### config.mk
export PLATFORM = sky130hd
export DESIGN_NAME = multi_reg_bank
export DESIGN_NICKNAME = d
export VERILOG_FILES = /design/src/rtl/multi_reg_pkg.sv /design/src/rtl/pc_unit.sv /design/src/rtl/multi_reg_bank.sv
export SDC_FILE = /design/constraint.sdc
export NUM_CORES = 2
export LEC_CHECK = 0
export BUFFER_PORTS_ARGS = -buffer_cell sky130_fd_sc_hd__buf_4
export CORE_MARGIN = 4
export CORE_UTILIZATION = 25
export CTS_BUF_LIST = sky130_fd_sc_hd__clkbuf_8 sky130_fd_sc_hd__clkbuf_16
export DETAILED_ROUTE_END_ITERATION = 6
export PLACE_DENSITY = 0.41
export SETUP_SLACK_MARGIN = 0.2
export SLEW_MARGIN = 10
export SYNTH_ARGS = -nofsm -noshare
export SYNTH_HDL_FRONTEND = slang
export SYNTH_HIERARCHICAL = 1
export SYNTH_SLANG_ARGS = --single-unit
### constraint.sdc
create_clock -name Clk -period 8.1 [get_ports Clk]
set_input_delay 0 -clock Clk [delete_from_list [all_inputs] [get_ports Clk]]
set_output_delay 0 -clock Clk [all_outputs]
set_load 0.1 [all_outputs]
### src/rtl/multi_reg_pkg.sv
// multi_reg_pkg
//   Shared constants and types for the multi-port register bank.
//   - DEF_* : default geometry (address width, data width, read ports, PC step)
//   - PC_RESET : value the PC takes on Clr
//   - wr_port_t : one write-port bundle (enable, address, data). Fields are
//     sized for the largest supported geometry (ADDR <= 8, SIZE <= 64); users
//     zero-extend into it and cast back down to their own widths.
package multi_reg_pkg;

  localparam int DEF_ADDR    = 5;
  localparam int DEF_SIZE    = 32;
  localparam int DEF_NRD     = 3;
  localparam int DEF_PC_STEP = 4;

  localparam int MAX_ADDR_W  = 8;
  localparam int MAX_SIZE_W  = 64;

  localparam logic [MAX_SIZE_W-1:0] PC_RESET = '0;

  typedef struct packed {
    logic                  en;
    logic [MAX_ADDR_W-1:0] addr;
    logic [MAX_SIZE_W-1:0] data;
  } wr_port_t;

endpackage

### src/rtl/pc_unit.sv
// pc_unit
//   Program counter register with load/increment priority:
//   clr -> PC_RESET, else load -> load_value, else inc -> pc + STEP
//   (wraps modulo 2**SIZE), else hold.
// Ports:
//   clk        : clock, rising edge
//   clr        : synchronous active-high reset
//   load       : load pc from load_value
//   load_value : new pc value, taken without alignment check
//   inc        : advance pc by STEP
//   pc         : registered pc
module pc_unit
  import multi_reg_pkg::*;
#(
  parameter int SIZE = DEF_SIZE,
  parameter int STEP = DEF_PC_STEP
) (
  input  logic            clk,
  input  logic            clr,
  input  logic            load,
  input  logic [SIZE-1:0] load_value,
  input  logic            inc,
  output logic [SIZE-1:0] pc
);

  logic [SIZE-1:0] pc_q;
  logic [SIZE-1:0] pc_d;

  always_comb begin
    pc_d = pc_q;
    if (load) begin
      pc_d = load_value;
    end else if (inc) begin
      pc_d = pc_q + SIZE'(STEP);
    end
  end

  always_ff @(posedge clk) begin
    if (clr) begin
      pc_q <= SIZE'(PC_RESET);
    end else begin
      pc_q <= pc_d;
    end
  end

  assign pc = pc_q;

endmodule

### src/rtl/multi_reg_bank.sv
// multi_reg_bank
//   Register file with NRD combinational read ports, two write ports (A has
//   priority on an address collision), a per-register busy scoreboard and an
//   integrated PC (pc_unit). Register 0 reads as zero and ignores writes and
//   busy marks.
// Optional feature (macro MULTI_REG_BYPASS_EN):
//   defined   : a read whose address matches an enabled same-cycle write
//               returns the write data combinationally (A before B); its
//               R_Busy reads 0 unless Busy_Set targets that address now.
//   undefined : reads see stored state only.
// Ports:
//   Clk, Clr                     : clock, synchronous active-high reset
//   R_Addr / R_Data / R_Busy     : packed read ports, port i in slice i
//   Write_Reg_A/W_Addr_A/W_Data_A: write port A
//   Write_Reg_B/W_Addr_B/W_Data_B: write port B
//   Busy_Set, Busy_Addr          : mark a register as pending writeback
//   Write_PC, PC_New, PC_Inc, PC : program counter control and value
module multi_reg_bank
  import multi_reg_pkg::*;
#(
  parameter int ADDR    = DEF_ADDR,
  parameter int SIZE    = DEF_SIZE,
  parameter int NRD     = DEF_NRD,
  parameter int PC_STEP = DEF_PC_STEP
) (
  input  logic                Clk,
  input  logic                Clr,
  input  logic [NRD*ADDR-1:0] R_Addr,
  output logic [NRD*SIZE-1:0] R_Data,
  output logic [NRD-1:0]      R_Busy,
  input  logic                Write_Reg_A,
  input  logic [ADDR-1:0]     W_Addr_A,
  input  logic [SIZE-1:0]     W_Data_A,
  input  logic                Write_Reg_B,
  input  logic [ADDR-1:0]     W_Addr_B,
  input  logic [SIZE-1:0]     W_Data_B,
  input  logic                Busy_Set,
  input  logic [ADDR-1:0]     Busy_Addr,
  input  logic                Write_PC,
  input  logic [SIZE-1:0]     PC_New,
  input  logic                PC_Inc,
  output logic [SIZE-1:0]     PC
);

  localparam int NUMB = 2 ** ADDR;

  logic [SIZE-1:0] regs [NUMB];
  logic [NUMB-1:0] busy;

  wr_port_t wr_a;
  wr_port_t wr_b;
  logic     bset_en;

  // Write bundles are qualified here: address 0 is dropped, and address/data
  // of a disabled port are forced to zero so they cannot leak X downstream.
  always_comb begin
    wr_a      = '0;
    wr_a.en   = Write_Reg_A && (W_Addr_A != '0);
    if (wr_a.en) begin
      wr_a.addr = MAX_ADDR_W'(W_Addr_A);
      wr_a.data = MAX_SIZE_W'(W_Data_A);
    end
    wr_b      = '0;
    wr_b.en   = Write_Reg_B && (W_Addr_B != '0);
    if (wr_b.en) begin
      wr_b.addr = MAX_ADDR_W'(W_Addr_B);
      wr_b.data = MAX_SIZE_W'(W_Data_B);
    end
  end

  assign bset_en = Busy_Set && (Busy_Addr != '0);

  // Ordering inside the else branch carries the priorities: port A is
  // assigned after port B so it wins a collision, and the busy set comes
  // after both clears so a new producer supersedes a retiring one.
  always_ff @(posedge Clk) begin
    if (Clr) begin
      for (int i = 0; i < NUMB; i++) begin
        regs[i] <= '0;
      end
      busy <= '0;
    end else begin
      if (wr_b.en) begin
        regs[ADDR'(wr_b.addr)] <= SIZE'(wr_b.data);
        busy[ADDR'(wr_b.addr)] <= 1'b0;
      end
      if (wr_a.en) begin
        regs[ADDR'(wr_a.addr)] <= SIZE'(wr_a.data);
        busy[ADDR'(wr_a.addr)] <= 1'b0;
      end
      if (bset_en) begin
        busy[Busy_Addr] <= 1'b1;
      end
    end
  end

  for (genvar i = 0; i < NRD; i++) begin : g_rd
    logic [ADDR-1:0] ra;
    logic [SIZE-1:0] rdat;
    logic            rbsy;

    assign ra = R_Addr[i*ADDR +: ADDR];

    always_comb begin
      rdat = '0;
      rbsy = 1'b0;
      if (ra != '0) begin
        rdat = regs[ra];
        rbsy = busy[ra];
      end
`ifdef MULTI_REG_BYPASS_EN
      // wr_x.en already excludes address 0, so the register-0 guard holds.
      if (wr_a.en && (ADDR'(wr_a.addr) == ra)) begin
        rdat = SIZE'(wr_a.data);
        rbsy = bset_en && (Busy_Addr == ra);
      end else if (wr_b.en && (ADDR'(wr_b.addr) == ra)) begin
        rdat = SIZE'(wr_b.data);
        rbsy = bset_en && (Busy_Addr == ra);
      end
`endif
    end

    assign R_Data[i*SIZE +: SIZE] = rdat;
    assign R_Busy[i]              = rbsy;
  end

  pc_unit #(
    .SIZE (SIZE),
    .STEP (PC_STEP)
  ) u_pc (
    .clk        (Clk),
    .clr        (Clr),
    .load       (Write_PC),
    .load_value (PC_New),
    .inc        (PC_Inc),
    .pc         (PC)
  );

endmodule

==> impl_metrics.ini <==
[logic_synthesis]
synth_edf_count = 1024
synth_flop_cell = edfxtp_1
synth_top_area_frac = 0.4356
ys_seq_area_frac = 0.4537
synth_top_cells_by_area = edfxtp_1, mux4_2, a22o_1, mux2i_1, clkbuf_1
synthTopCellsByCount = edfxtp_1, a22o_1, mux4_2
ys_ff_latch = 1088
synthMostInstantiatedCell = edfxtp_1
yosysTopAreaCell = edfxtp_1
ys_async_sr_fraction = 0
syn_inst = 5026
syn_area_per_cell_um2 = 14.05
ys_types = 74
yosys_warnings = 6
netlist_area_mm2 = 0.07060

[worst_setup_path]
slowest_stage = a311oi_1
timing.rr.end = u_pc/pc[31]
max_stage_delay_ns = 1.03
rr_startpoint = u_pc/pc[31]
cp_top_family = buffers and inverters
crit_fanout = 100
cp.arrival_ns = 4.62
rrSetupSlack_ns = 5.18
crit_path_start_kind = input port
cp.required_ns = 8.10
critical_path.cell_chain = buf_8 > buf_12 > buf_4 > mux2i_1 > a221oi_1 > o21ai_0 > a311oi_1 > buf_4
crit_buf_inv = 4
critPathKind = input port to output port
cp_common_cell = buf_4
end_kind = output port
r2r_cells = 7

[placement]
hpwl_mm = 240.7
gp_congestion = 0.8811
port_buffers = 263
placedCellCount = 8521
placed_area_mm2 = 0.07701

[layout]
nFillCells = 27910
area_delta_synth_final_pct = 18.86
final_area_mm2 = 0.08391
final_cells = 9014
fin_nets = 5297
drive_gt1_frac = 0.3095

[clocking]
htreeDepth = 4
cts_made_buffers = 149
clk_latency_ns = 0.84
cts_setup_buffers = 0
cts.sinks = 1088
ctsRootBufferMaster = clkbuf_16
tritoncts = yes
cts_buffer_depth = 4
path_clk_slew_ns = 0.05

[timing]
setup_tns_ns = 0
drv_slew = 0
fin_worst_skew_ns = 0.01888
fmax_ghz = 0.2164
hold_ws_ns = 0.08716
worst_pin_slew_ns = 1.389
min_period_ns = 4.620
slew_headroom = 0.07425
period_share = 0.5704
rsz0062_at_grt = no
finalHoldViolCount = 0
setup_viol = 0

[run]
maxCapViolations = 0

[global_routing]
grt-busiest-layer = met2
grt_usage = 0.2733
gr-total-overflow = 0
met3_usage = 0.08782
gr-usage-met1 = 0.3722
grt_pass1_vias = 56610
antenna_found_initial = 51
grt_max_degree = 112
grt_pass1_wl_mm = 543.2
grt_use_met2 = 0.3942

[pwr]
vdd_ir_drop_max_uv = 149.1
seq_power_share = 0.397
swShare = 0.3262
leakage_uw = 0.02754
p_comb_frac = 0.213
powerDensity_mw_per_mm2 = 203.4
power_uw = 17070
netSwitchingPower_uw = 5567
clkPwrFrac = 0.390
p_int_uw = 11500

[drt]
viasPerCell = 6.567
routed_wl_mm = 413.2
drt_pass1_iterations = 6
routedWlPerCell_um = 45.84
drcViolationCount = 0
drtIter0Drc = 9593
ant_nets = 0
vias = 59190

[floorplan]
die_area_mm2 = 0.2909
pin_count = 264
core_mm2 = 0.2801
rows = 194
die_w_um = 539.4
start_util = 0.2520
dieHeight_um = 539.4

[hold_path]
hp-class = input port to flip-flop
hold_start = PC_Inc
hold_end = u_pc/pc[25]
hold-path-cell-count = 5

[outcome]
outcome = complete, no violations
tightest hold or removal path: cells and delay by family:
family | cells | cell delay [ns]
AND/OR/NAND/NOR | 3 | 0.63
buffers and inverters | 1 | 0.18
AO/OA/AOI/OAI | 1 | 0.03
area by class of cell:
| class | count | area, um2 | share of cell area |
|---|---|---|---|
| repair buffers | 700 | 5978 | 0.07125 |
| clock inverters | 104 | 878.3 | 0.01047 |
| multi-input cells | 3186 | 36340 | 0.4331 |
| well taps | 3724 | 4659 | 0.05553 |
| flip-flops and latches | 1088 | 32030 | 0.3817 |
| clock buffers | 154 | 3820 | 0.04553 |
| inverters | 38 | 150.1 | 0.001789 |
| diodes | 20 | 50.05 | 0.0005965 |
layout by cell type, fill, tap and decap left out, types with 99 or more instances in the layout:
master / count
edfxtp_1: 1024
a22o_1: 992
mux4_2: 693
buf_4: 465
dlygate4sd3_1: 215
mux2i_1: 201
o21ai_0: 182
clkbuf_16: 151
a211oi_1: 104
nor2b_1: 100
a22oi_1: 99
mux2_2: 99
sequential cells by signal, summed over array words and instances (netlist names):
signal   count
busy        32
regs      1024
u_pc/pc     32
power groups by stage:
stage	Sequential [uW]	Combinational, uW	Clock [uW]
finish	6770	3640	6650
global route	6810	3680	6940
CTS	6760	3570	6720
detailed placement	6880	3480	0
global placement	6850	3480	0
floorplan	6860	2100	0
worst max path at each step:
stage                from          to  cells after the start
5_1_grt        R_Addr[12]  R_Data[92]                      8
2_1_floorplan   R_Addr[1]  R_Data[15]                      8
6_report       R_Addr[12]  R_Data[92]                      8
3_3_place_gp   R_Addr[12]  R_Data[92]                      8
4_1_cts        R_Addr[12]  R_Data[92]                      8
3_5_place_dp   R_Addr[12]  R_Data[92]                      8
metal layers:
| metal | share of wire | up-vias |
|---|---|---|
| li1 | - | 21860 |
| met1 | 0.40 | 31720 |
| met2 | 0.42 | 4690 |
| met4 | 0.052 | 18 |
| met3 | 0.12 | 904 |
| met5 | 0.00028 | - |
logic make-up after synthesis:
logic type,after synthesis,share of synthesized area
compound gates,1677,0.1934
flops,1088,0.4537
mux,993,0.2654
buf+inv,783,0.04803
simple gates,474,0.03816
xor+xnor,9,0.001117
fa+ha+maj,1,0.0001772
other cells,1,0.00005312
through the flow:
step                setup WS, ns    util
floorplan                  4.497       -
global placement           3.819  0.2746
finish                     3.480  0.2995
CTS                        3.770  0.2994
detailed placement         3.773  0.2749
global route               3.623  0.2994
what timing repair did:
item / CTS / global route
gates resized for setup: 0 / 0
endpoints found under the hold margin: 1067 / 0
hold buffers: 215 / 0
(Power assumes the default switching activity.)
